===== src/rtl/rgb_pkg.sv =====
// -----------------------------------------------------------------------------
// rgb_pkg
// Shared types and constants for the RGB LED sharing logic.
//   rgb_t        3-bit colour, packed as {R,G,B}, each bit active-high
//   RGB_*        named colours used by requesters and tests
//   arb_state_t  arbiter state: LED idle or owned by one requester
// -----------------------------------------------------------------------------
package rgb_pkg;

   typedef logic [2:0] rgb_t;

   localparam rgb_t RGB_OFF     = 3'b000;
   localparam rgb_t RGB_RED     = 3'b100;
   localparam rgb_t RGB_YELLOW  = 3'b110;
   localparam rgb_t RGB_GREEN   = 3'b010;
   localparam rgb_t RGB_CYAN    = 3'b011;
   localparam rgb_t RGB_BLUE    = 3'b001;
   localparam rgb_t RGB_MAGENTA = 3'b101;
   localparam rgb_t RGB_WHITE   = 3'b111;

   typedef enum logic {
      ARB_IDLE,
      ARB_OWN
   } arb_state_t;

endpackage


===== src/rtl/rgb_rr_pick.sv =====
// -----------------------------------------------------------------------------
// rgb_rr_pick
// Combinational round-robin picker. Returns the first requester with its req
// bit set, searching upward from (last+1) mod N_REQ and wrapping, so the
// requester at index 'last' is considered only after all others.
// Ports:
//   req    in   N_REQ  candidate request vector
//   last   in   IW     search base (most recent owner)
//   idx    out  IW     index of the chosen requester (0 when none)
//   valid  out  1      at least one candidate present
// -----------------------------------------------------------------------------
module rgb_rr_pick #(
   parameter  int N_REQ = 3,
   localparam int IW    = $clog2(N_REQ)
) (
   input  logic [N_REQ-1:0] req,
   input  logic [IW-1:0]    last,
   output logic [IW-1:0]    idx,
   output logic             valid
);

   // Walk offsets from farthest to nearest so the nearest hit after 'last'
   // is the value left standing; this avoids a priority chain with breaks.
   always_comb begin
      // NOTE: every output of a combinational block gets a default first,
      // otherwise paths that skip an assignment infer a latch.
      idx   = '0;
      valid = |req;
      for (int off = N_REQ; off >= 1; off--) begin
         if (req[(int'(last) + off) % N_REQ]) begin
            idx = IW'((int'(last) + off) % N_REQ);
         end
      end
   end

endmodule


===== src/rtl/rgb_led_arbiter.sv =====
// -----------------------------------------------------------------------------
// rgb_led_arbiter
// Shares the on-board RGB LED between N_REQ colour sources. Round-robin grant;
// an owner keeps the LED for at least HOLD_CYCLES cycles before rotation may
// hand it to another requester. Dropping req releases immediately. While owned
// the pins follow the owner's colour live with one cycle of latency.
//
// Optional build macro:
//   RGB_LED_PRIORITY_EN  requester 0 becomes an alert channel: it preempts
//                        any other owner at the next edge, is never rotated
//                        away, and its grants do not advance the rr pointer.
//
// Ports:
//   clk       in   1        system clock
//   rst       in   1        synchronous active-high reset
//   req       in   N_REQ    level request per requester
//   color_in  in   3*N_REQ  {R,G,B} of requester i at [3*i+2:3*i]
//   grant     out  N_REQ    one-hot owner, zero when idle (registered)
//   busy      out  1        LED owned (registered, equals |grant)
//   RGB_R/G/B out  1        LED pins, active-high (registered)
// -----------------------------------------------------------------------------
module rgb_led_arbiter
   import rgb_pkg::*;
#(
   parameter int   N_REQ       = 3,
   parameter int   HOLD_CYCLES = 6000000,
   parameter rgb_t IDLE_COLOR  = RGB_OFF
) (
   input  logic               clk,
   input  logic               rst,
   input  logic [N_REQ-1:0]   req,
   input  logic [3*N_REQ-1:0] color_in,
   output logic [N_REQ-1:0]   grant,
   output logic               busy,
   output logic               RGB_R,
   output logic               RGB_G,
   output logic               RGB_B
);

   localparam int             IW        = $clog2(N_REQ);
   localparam int             CW        = $clog2(HOLD_CYCLES + 1);
   localparam logic [CW-1:0]  HOLD_LAST = CW'(HOLD_CYCLES - 1);
   localparam logic [IW-1:0]  LAST_IDX  = IW'(N_REQ - 1);

   arb_state_t       state, state_nxt;
   logic [IW-1:0]    owner, owner_nxt;
   logic [IW-1:0]    last, last_nxt;
   logic [CW-1:0]    hold_cnt, hold_nxt;
   logic             prio_own, prio_nxt;   // current ownership came from a priority preempt
   rgb_t             rgb_q;

   logic [N_REQ-1:0] pick_req;
   logic [IW-1:0]    pick_base;
   logic [IW-1:0]    pick_idx;
   logic             pick_valid;
   logic             owner_req;
   logic             hold_done;
   logic             prio_preempt;
   logic             rot_allowed;

   assign owner_req = req[owner];
   assign hold_done = (hold_cnt == HOLD_LAST);

   // The current owner is masked out so a rotation can never re-pick it and
   // "another requester pending" is simply pick_valid. grant is zero in IDLE.
   assign pick_req = req & ~grant;

   // After a priority grant 'last' still names the interrupted requester;
   // starting the search one slot earlier lets that requester resume first.
   assign pick_base = !prio_own   ? last     :
                      (last == '0) ? LAST_IDX : last - 1'b1;

   rgb_rr_pick #(
      .N_REQ (N_REQ)
   ) u_pick (
      .req   (pick_req),
      .last  (pick_base),
      .idx   (pick_idx),
      .valid (pick_valid)
   );

`ifdef RGB_LED_PRIORITY_EN
   assign prio_preempt = (state == ARB_OWN) && req[0] && (owner != '0);
   assign rot_allowed  = (owner != '0);
`else
   assign prio_preempt = 1'b0;
   assign rot_allowed  = 1'b1;
`endif

   always_comb begin
      state_nxt = state;
      owner_nxt = owner;
      last_nxt  = last;
      hold_nxt  = hold_cnt;
      prio_nxt  = prio_own;
      case (state)
         ARB_IDLE: begin
            if (pick_valid) begin
               state_nxt = ARB_OWN;
               owner_nxt = pick_idx;
               last_nxt  = pick_idx;
               hold_nxt  = '0;
               prio_nxt  = 1'b0;
            end
         end
         ARB_OWN: begin
            if (prio_preempt) begin
               owner_nxt = '0;
               hold_nxt  = '0;
               prio_nxt  = 1'b1;
            end else if (!owner_req) begin
               // Release wins over hold_done; hand over without an idle gap.
               hold_nxt = '0;
               prio_nxt = 1'b0;
               if (pick_valid) begin
                  owner_nxt = pick_idx;
                  last_nxt  = pick_idx;
               end else begin
                  state_nxt = ARB_IDLE;
               end
            end else if (!hold_done) begin
               hold_nxt = hold_cnt + 1'b1;
            end else if (pick_valid && rot_allowed) begin
               owner_nxt = pick_idx;
               last_nxt  = pick_idx;
               hold_nxt  = '0;
               prio_nxt  = 1'b0;
            end
            // Otherwise the owner keeps the LED and hold_cnt stays saturated.
         end
         default: state_nxt = ARB_IDLE;
      endcase
   end

   // Outputs are computed from the next state so that req sampled at one edge
   // shows on the pins right after that same edge.
   always_ff @(posedge clk) begin
      // NOTE: every register here is plain control state, so all of it is
      // reset; a reset mid-ownership therefore drops the grant at once.
      if (rst) begin
         // NOTE: sequential state uses non-blocking assignments so every flop
         // samples pre-edge values regardless of statement order.
         state    <= ARB_IDLE;
         owner    <= '0;
         last     <= LAST_IDX;
         hold_cnt <= '0;
         prio_own <= 1'b0;
         grant    <= '0;
         busy     <= 1'b0;
         rgb_q    <= IDLE_COLOR;
      end else begin
         state    <= state_nxt;
         owner    <= owner_nxt;
         last     <= last_nxt;
         hold_cnt <= hold_nxt;
         prio_own <= prio_nxt;
         if (state_nxt == ARB_OWN) begin
            grant <= N_REQ'(1) << owner_nxt;
            busy  <= 1'b1;
            rgb_q <= color_in[3*owner_nxt +: 3];
         end else begin
            grant <= '0;
            busy  <= 1'b0;
            rgb_q <= IDLE_COLOR;
         end
      end
   end

   assign RGB_R = rgb_q[2];
   assign RGB_G = rgb_q[1];
   assign RGB_B = rgb_q[0];

endmodule


===== config.mk =====
export PLATFORM = sky130hd
export DESIGN_NAME = rgb_led_arbiter
export DESIGN_NICKNAME = d
export VERILOG_FILES = /design/src/rtl/rgb_pkg.sv /design/src/rtl/rgb_rr_pick.sv /design/src/rtl/rgb_led_arbiter.sv
export SDC_FILE = /design/constraint.sdc
export NUM_CORES = 1
export LEC_CHECK = 0
export BUFFER_PORTS_ARGS = -buffer_cell sky130_fd_sc_hd__buf_4
export CELL_PAD_IN_SITES_DETAIL_PLACEMENT = 0
export CELL_PAD_IN_SITES_GLOBAL_PLACEMENT = 1
export CORE_UTILIZATION = 43
export DETAILED_ROUTE_END_ITERATION = 10
export PLACE_DENSITY_LB_ADDON = 0.1
export SYNTH_ARGS = -nofsm -noshare
export SYNTH_HDL_FRONTEND = slang
export SYNTH_SLANG_ARGS = --single-unit

===== constraint.sdc =====
create_clock -name clk -period 4.1 [get_ports clk]
set_clock_uncertainty 0.05 [all_clocks]
set_input_delay 0.205 -clock clk [delete_from_list [all_inputs] [get_ports clk]]
set_output_delay 0.205 -clock clk [all_outputs]
set_load 0.03 [all_outputs]

==> impl_metrics.tcl, run 1 <==
set metrics [dict create \
    seq_area_um2 700.7 \
    max_stage_delay_ps 470 \
    drc 0 \
    crit_chain "inv_1 > ha_1 > mux2_2 > ha_1 > or4bb_1 > o2111ai_1 > nand3_1 > a32o_4 > mux2i_1 > a21oi_1" \
    cts_tree "yes" \
    synth_area_leaders "dfxtp_1 35%, a21oi_1 7.0%, nor2_1 6.7%" \
    multi_input_area_um2 1244 \
    cts.repair.resized 0 \
    post_cts_buffers 0 \
    crit_fanout 9 \
    setup-violations-final 0 \
    crit_path_frequent_cell "ha_1" \
    synth.most_common_cell "nor2_1" \
    overflow 0 \
    fp.dieH_um 70.40 \
    die-area_um2 4956 \
    grt_pass1_vias 1767 \
    grt_pass1_wl_um 8148 \
    grt.total_usage_pct 20.56 \
    antenna_found_initial 0 \
    htreeDepth 2 \
    async_flop_share_pct 0 \
    synth_area_um2 2012 \
    insertion_delay_ps 290 \
    syn_to_final_growth_pct 13.43 \
    cts_root_buf "clkbuf_8" \
    synth_largest_area_cell "dfxtp_1" \
    cp_data_arrival_time_ps 3110 \
    hold_viol_final 0 \
    mappedNetlistNets 273 \
    syn_inst 255 \
    yosysTopAreaCellShare_pct 34.83 \
    cp-end-kind "flip-flop" \
    period_share_pct 73.42 \
    postPlaceCellArea_um2 2178 \
    cts.sinks 35 \
    wl_per_cell_um 14.90 \
    cp_top_family "adder cells" \
    drt_pass1_iterations 4 \
    fillCellCount 444 \
    pin_count 21 \
    holdBufCountCts 0 \
    synthTopCellsByCount "36 x nor2_1, 35 x dfxtp_1, 28 x a21oi_1, 16 x nand2_1" \
    synth.distinct_cells 44 \
    start_util_pct 45.58 \
    final_nets 288 \
    path_clk_slew_ps 70 \
    tns_ps 0 \
    via_count 1925 \
    cp_slowest_cell "or4bb_1" \
    die_x_um 70.40 \
    place.gp.congestion 0.8266 \
    core_area_um2 4414 \
    place_hpwl_um 3436 \
    drv_cap 0 \
    static-leakage-power_nw 0.8062 \
    crit_type "reg -> reg" \
    grt_max_degree 30 \
    drtAntennaViolNets 0 \
    tightestPinTransition_ps 666.6 \
    fmax_mhz 332.2 \
    clock_path_buffers 2 \
    startpoint_type "flip-flop" \
    ir_drop_v 0.0003469 \
    vias_per_cell 5.960 \
    slew_headroom_pct 55.40 \
    cp_data_required_time_ps 4200 \
    crit_buf_inv 1 \
    slew_violations 0 \
    synth_area_per_cell_um2 7.890 \
    diodes 0 \
    hold_class "in -> reg" \
    wirelength_um 4814 \
    row_count 24 \
    cellPowerDensity_nw_per_um2 550.2 \
    yosysWarnings 0 \
    status "complete, no violations" \
    synth_ff_type "dfxtp_1" \
    yosysSeqAreaShare_pct 34.83 \
    port_buffers 20 \
    ys_ff_latch 35 \
    period_needed_ps 3010 \
    drive_gt1_share_pct 13.28 \
    tritoncts.num_buffers 5 \
    fin_area_um2 2282 \
    rsz0062_at_grt "false" \
    synth-edff-count 0 \
    drt_iter0_drc 119 \
]
[metrics by stage]
stage | hold WS [ps] | cells | setup slack (ps) | power [W] | utilization [%]
floorplan | 267.8 | 255 | 1208 | 0.0008457 | -
global placement | 425.3 | 315 | 1183 | 0.0009852 | 49.35
detailed placement | 437.6 | 315 | 1101 | 0.0009871 | 49.35
CTS | 151.4 | 323 | 1085 | 0.001265 | 51.70
global route | 154.9 | 323 | 947.2 | 0.001339 | 51.70
finish | 156.5 | 323 | 1090 | 0.001256 | 51.70
[flip-flops by register name (all words and copies together) (netlist names)]
name / cells
busy: 1
owner: 2
rgb_q: 3
grant: 3
hold_cnt: 23
prio_own: 1
last: 2
[tightest hold or removal path: stages]
cell,delay [ps]
buf_4,70
mux2i_1,50
a21oi_1,130
[metal layers]
layer	track usage [%]	routed length, um	up-vias
li1	-	-	989
met3	3.896	180	9
met4	7.778	85	0
met2	30.90	2039	42
met1	28.89	2509	885
met5	0	0	-
[where the power goes]
part / switching [W] / internal (W)
Sequential: 0.0000360 / 0.000383
Combinational: 0.000338 / 0.000225
Clock: 0.000121 / 0.000153
Total: 0.000495 / 0.000761
[layout by cell type (no fill, tap or decap), types with 5 or more instances in the layout]
cell	synthesis	layout
nand2_1	16	16
dfxtp_1	35	35
o21ai_0	13	13
a31oi_1	5	5
clkbuf_8	0	7
nand3_1	13	13
nand4_1	6	6
a211oi_1	6	6
a21oi_1	28	28
nor3_1	6	6
a311oi_1	10	10
buf_4	0	21
o21ai_1	7	7
and3_1	6	6
mux2i_1	7	7
nor2_1	36	36
[path summary, 6_finish.rpt]
kind,from,end,slack (ps),depth (start not counted)
max,last[0]$_SDFFE_PP0P_,rgb_q[1]$_SDFF_PP0_,1090,10
min,color_in[0],rgb_q[0]$_SDFF_PP0_,160,3
min reg2reg,hold_cnt[3]$_SDFF_PP0_,hold_cnt[3]$_SDFF_PP0_,440,1
max reg2reg,last[0]$_SDFFE_PP0P_,rgb_q[1]$_SDFF_PP0_,1090,10
[kinds of logic after synthesis]
logic type                 count (synthesis)  share of synthesized area [%]
AOI/OAI and AO/OA                         78                          24.81
adders and majority gates                  4                          2.488
buffers and inverters                     16                          3.358
DFF                                       35                          34.83
muxes                                      8                          4.042
and+or+nand+nor                          114                          30.47
[area by class of cell]
type                       count  area share (%)
sequential                    35           30.70
multi-input combinational    204           54.50
clock buffer                   7           4.221
clock inverter                 1          0.3289
timing repair buffer          21           6.908
tap                           52           2.851
inverter                       3          0.4934
Power figures use the tool's default switching activity.
==> run 2: changes to the inputs <==
- CORE_UTILIZATION: 43 -> 39
- clock period: 4.1 -> 2.5 ns (I/O delays scaled with it)
==> run 2 against run 1 <==
The flow now finishes with violations (negative setup slack); non-clock buffer count increased by 18; global-route usage increased by 1.2 points; utilization decreased by 0.55 points; combinational power increased by 94%; routed wire length increased by 8.8%; via count increased by 2.0%; hold slack got worse by 110 ps; sequential power increased by 63%; die area increased by 10%; worst setup slack got worse by 1100 ps; critical path type unchanged; sequential cell count unchanged.
==> impl_metrics.tcl, run 2 (synthesis gave the netlist of run 1 again) <==
set metrics [dict create \
    place.gp.congestion 0.8508 \
    timing.rr.end "rgb_q[1]$_SDFF_PP0_" \
    violations "negative setup slack" \
    drc 0 \
    pin_count 21 \
    htreeDepth 2 \
    drt_pass1_iterations 4 \
    slew_headroom_pct 62.17 \
    final_nets 306 \
    timing.rr.start "last[0]$_SDFFE_PP0P_" \
    max_stage_delay_ps 480 \
    tritoncts.num_buffers 5 \
    die-area_um2 5450 \
    largest_reg_flops 23 \
    final_common_cell "buf_4" \
    cp_data_required_time_ps 2640 \
    cp_top_family "simple AND/OR/NAND/NOR gates" \
    crit_fanout 5 \
    grt.total_usage_pct 21.75 \
    crit_buf_inv 1 \
    place_hpwl_um 3751 \
    path_clk_slew_ps 80 \
    period_needed_ps 2517 \
    insertion_delay_ps 300 \
    overflow 0 \
    status "complete, but fails checks" \
    setup-violations-final 3 \
    cellPowerDensity_nw_per_um2 923.5 \
    grt_pass1_vias 1840 \
    cts.sinks 35 \
    crit_cells 11 \
    fp.dieH_um 73.83 \
    wirelength_um 5237 \
    grt_pass1_wl_um 8818 \
    syn_to_final_growth_pct 23.26 \
    pre_cts_ws_ps -17.12 \
    vias_per_cell 5.517 \
    ff2ff_setup_slack_ps -20 \
    cp_data_arrival_time_ps 2650 \
    top_register "hold_cnt" \
    static-leakage-power_nw 0.9105 \
    cp-end-kind "flip-flop" \
    cp_slowest_cell "or4bb_4" \
    fmax_mhz 397.4 \
    holdBufCountCts 0 \
    rsz0062_at_grt "true" \
    crit_start "last[0]$_SDFFE_PP0P_" \
    crit_path_frequent_cell "ha_4" \
    crit_chain "inv_2 > ha_4 > mux2_4 > ha_4 > or4bb_4 > o21ai_0 > nand2_1 > nand3_1 > a32o_4 > mux2i_1 > a21oi_1" \
    diodes 0 \
    reg_top3 "hold_cnt (23), grant (3), rgb_q (3)" \
    hold_class "in -> reg" \
    core_area_um2 4848 \
    drt_iter0_drc 119 \
    start_util_pct 41.50 \
    grt_max_degree 30 \
    hold_viol_final 0 \
    slew_violations 0 \
    post_cts_buffers 0 \
    seq_area_um2 703.2 \
    drive_gt1_share_pct 20.76 \
    ir_drop_v 0.0004945 \
    crit_path_end "rgb_q[1]$_SDFF_PP0_" \
    tightestPinTransition_ps 563.2 \
    cts_tree "yes" \
    final_cell_mix "39 x buf_4, 36 x nor2_1, 33 x dfxtp_1" \
    wl_per_cell_um 14.71 \
    reg2regPathDepth 11 \
    postPlaceCellArea_um2 2364 \
    antenna_found_initial 0 \
    crit_type "reg -> reg" \
    drtAntennaViolNets 0 \
    port_buffers 20 \
    via_count 1964 \
    cts_root_buf "clkbuf_8" \
    fin_area_um2 2480 \
    fillCellCount 496 \
    drv_cap 0 \
    row_count 25 \
    die_x_um 73.83 \
    period_share_pct 100.7 \
    utilization_pct 51.15 \
    clock_path_buffers 2 \
    multi_input_area_um2 1276 \
    startpoint_type "flip-flop" \
    fin_ws_ps -16.55 \
]
-- run 2: cell types whose count changed in the layout (fill, tap and decap cells not counted), sizes merged --
cell	change
clkinv	+2
bufinv	+1
clkinvlp	-1
clkbuf	-2
buf	+18
-- run 2: worst min path at each step --
stage | startpoint | end | slack [ps] | cells after the start
after floorplan | rst | busy$_SDFF_PP0_ | 190 | 1
after global placement | color_in[1] | rgb_q[1]$_SDFF_PP0_ | 340 | 3
final | color_in[2] | rgb_q[2]$_SDFF_PP0_ | 50 | 3
after global routing | color_in[2] | rgb_q[2]$_SDFF_PP0_ | 90 | 3
after detailed placement | color_in[2] | rgb_q[2]$_SDFF_PP0_ | 360 | 3
after CTS | color_in[2] | rgb_q[2]$_SDFF_PP0_ | 40 | 3
-- run 2: worst reg2reg max path: stages (launching register included) --
cell and delay (ps):
dfxtp_2 330, inv_2 50, ha_4 210, mux2_4 270, ha_4 270, or4bb_4 480
o21ai_0 100, nand2_1 70, nand3_1 90, a32o_4 240, mux2i_1 180, a21oi_1 80
-- run 2: timing repair --
item                       CTS  global route
cloned                       0             0
gates resized for setup      1             0
setup endpoints to repair    3             7
-- run 2: through the flow --
step	hold slack [ps]	setup TNS, ps	cells	total power, W
3_5_place_dp	360.4	-32.32	348	0.001767
5_1_grt	89.25	-589.6	356	0.002451
3_3_place_gp	343.7	0	348	0.001760
6_report	51.32	-34.04	356	0.002290
2_1_floorplan	187.8	-213.1	255	0.001455
4_1_cts	43.59	-22.92	356	0.002295
-- run 2: power breakdown --
| group | switching (W) | internal, W | leakage (nW) |
|---|---|---|---|
| clock network | 0.000223 | 0.000297 | 0.0581 |
| logic | 0.000604 | 0.000483 | 0.568 |
| registers | 0.0000526 | 0.000630 | 0.285 |
| total | 0.000880 | 0.00141 | 0.910 |
-- run 2: metal layers --
metal  track usage, %  share of wire, %  up-vias
met1            30.23                49      898
met3            5.487               5.3        9
met2            31.40                44       43
li1                 -                 -     1014
met5                0                 0        -
met4            9.615               1.5        0
-- run 2: layout make-up --
cell class	count	share of cell area (%)
repair buffers	39	11.81
inverters	3	0.4541
well taps	67	3.380
flip-flops and latches	35	28.36
clock inverters	3	1.766
clock buffers	5	2.775
multi-input cells	204	51.46
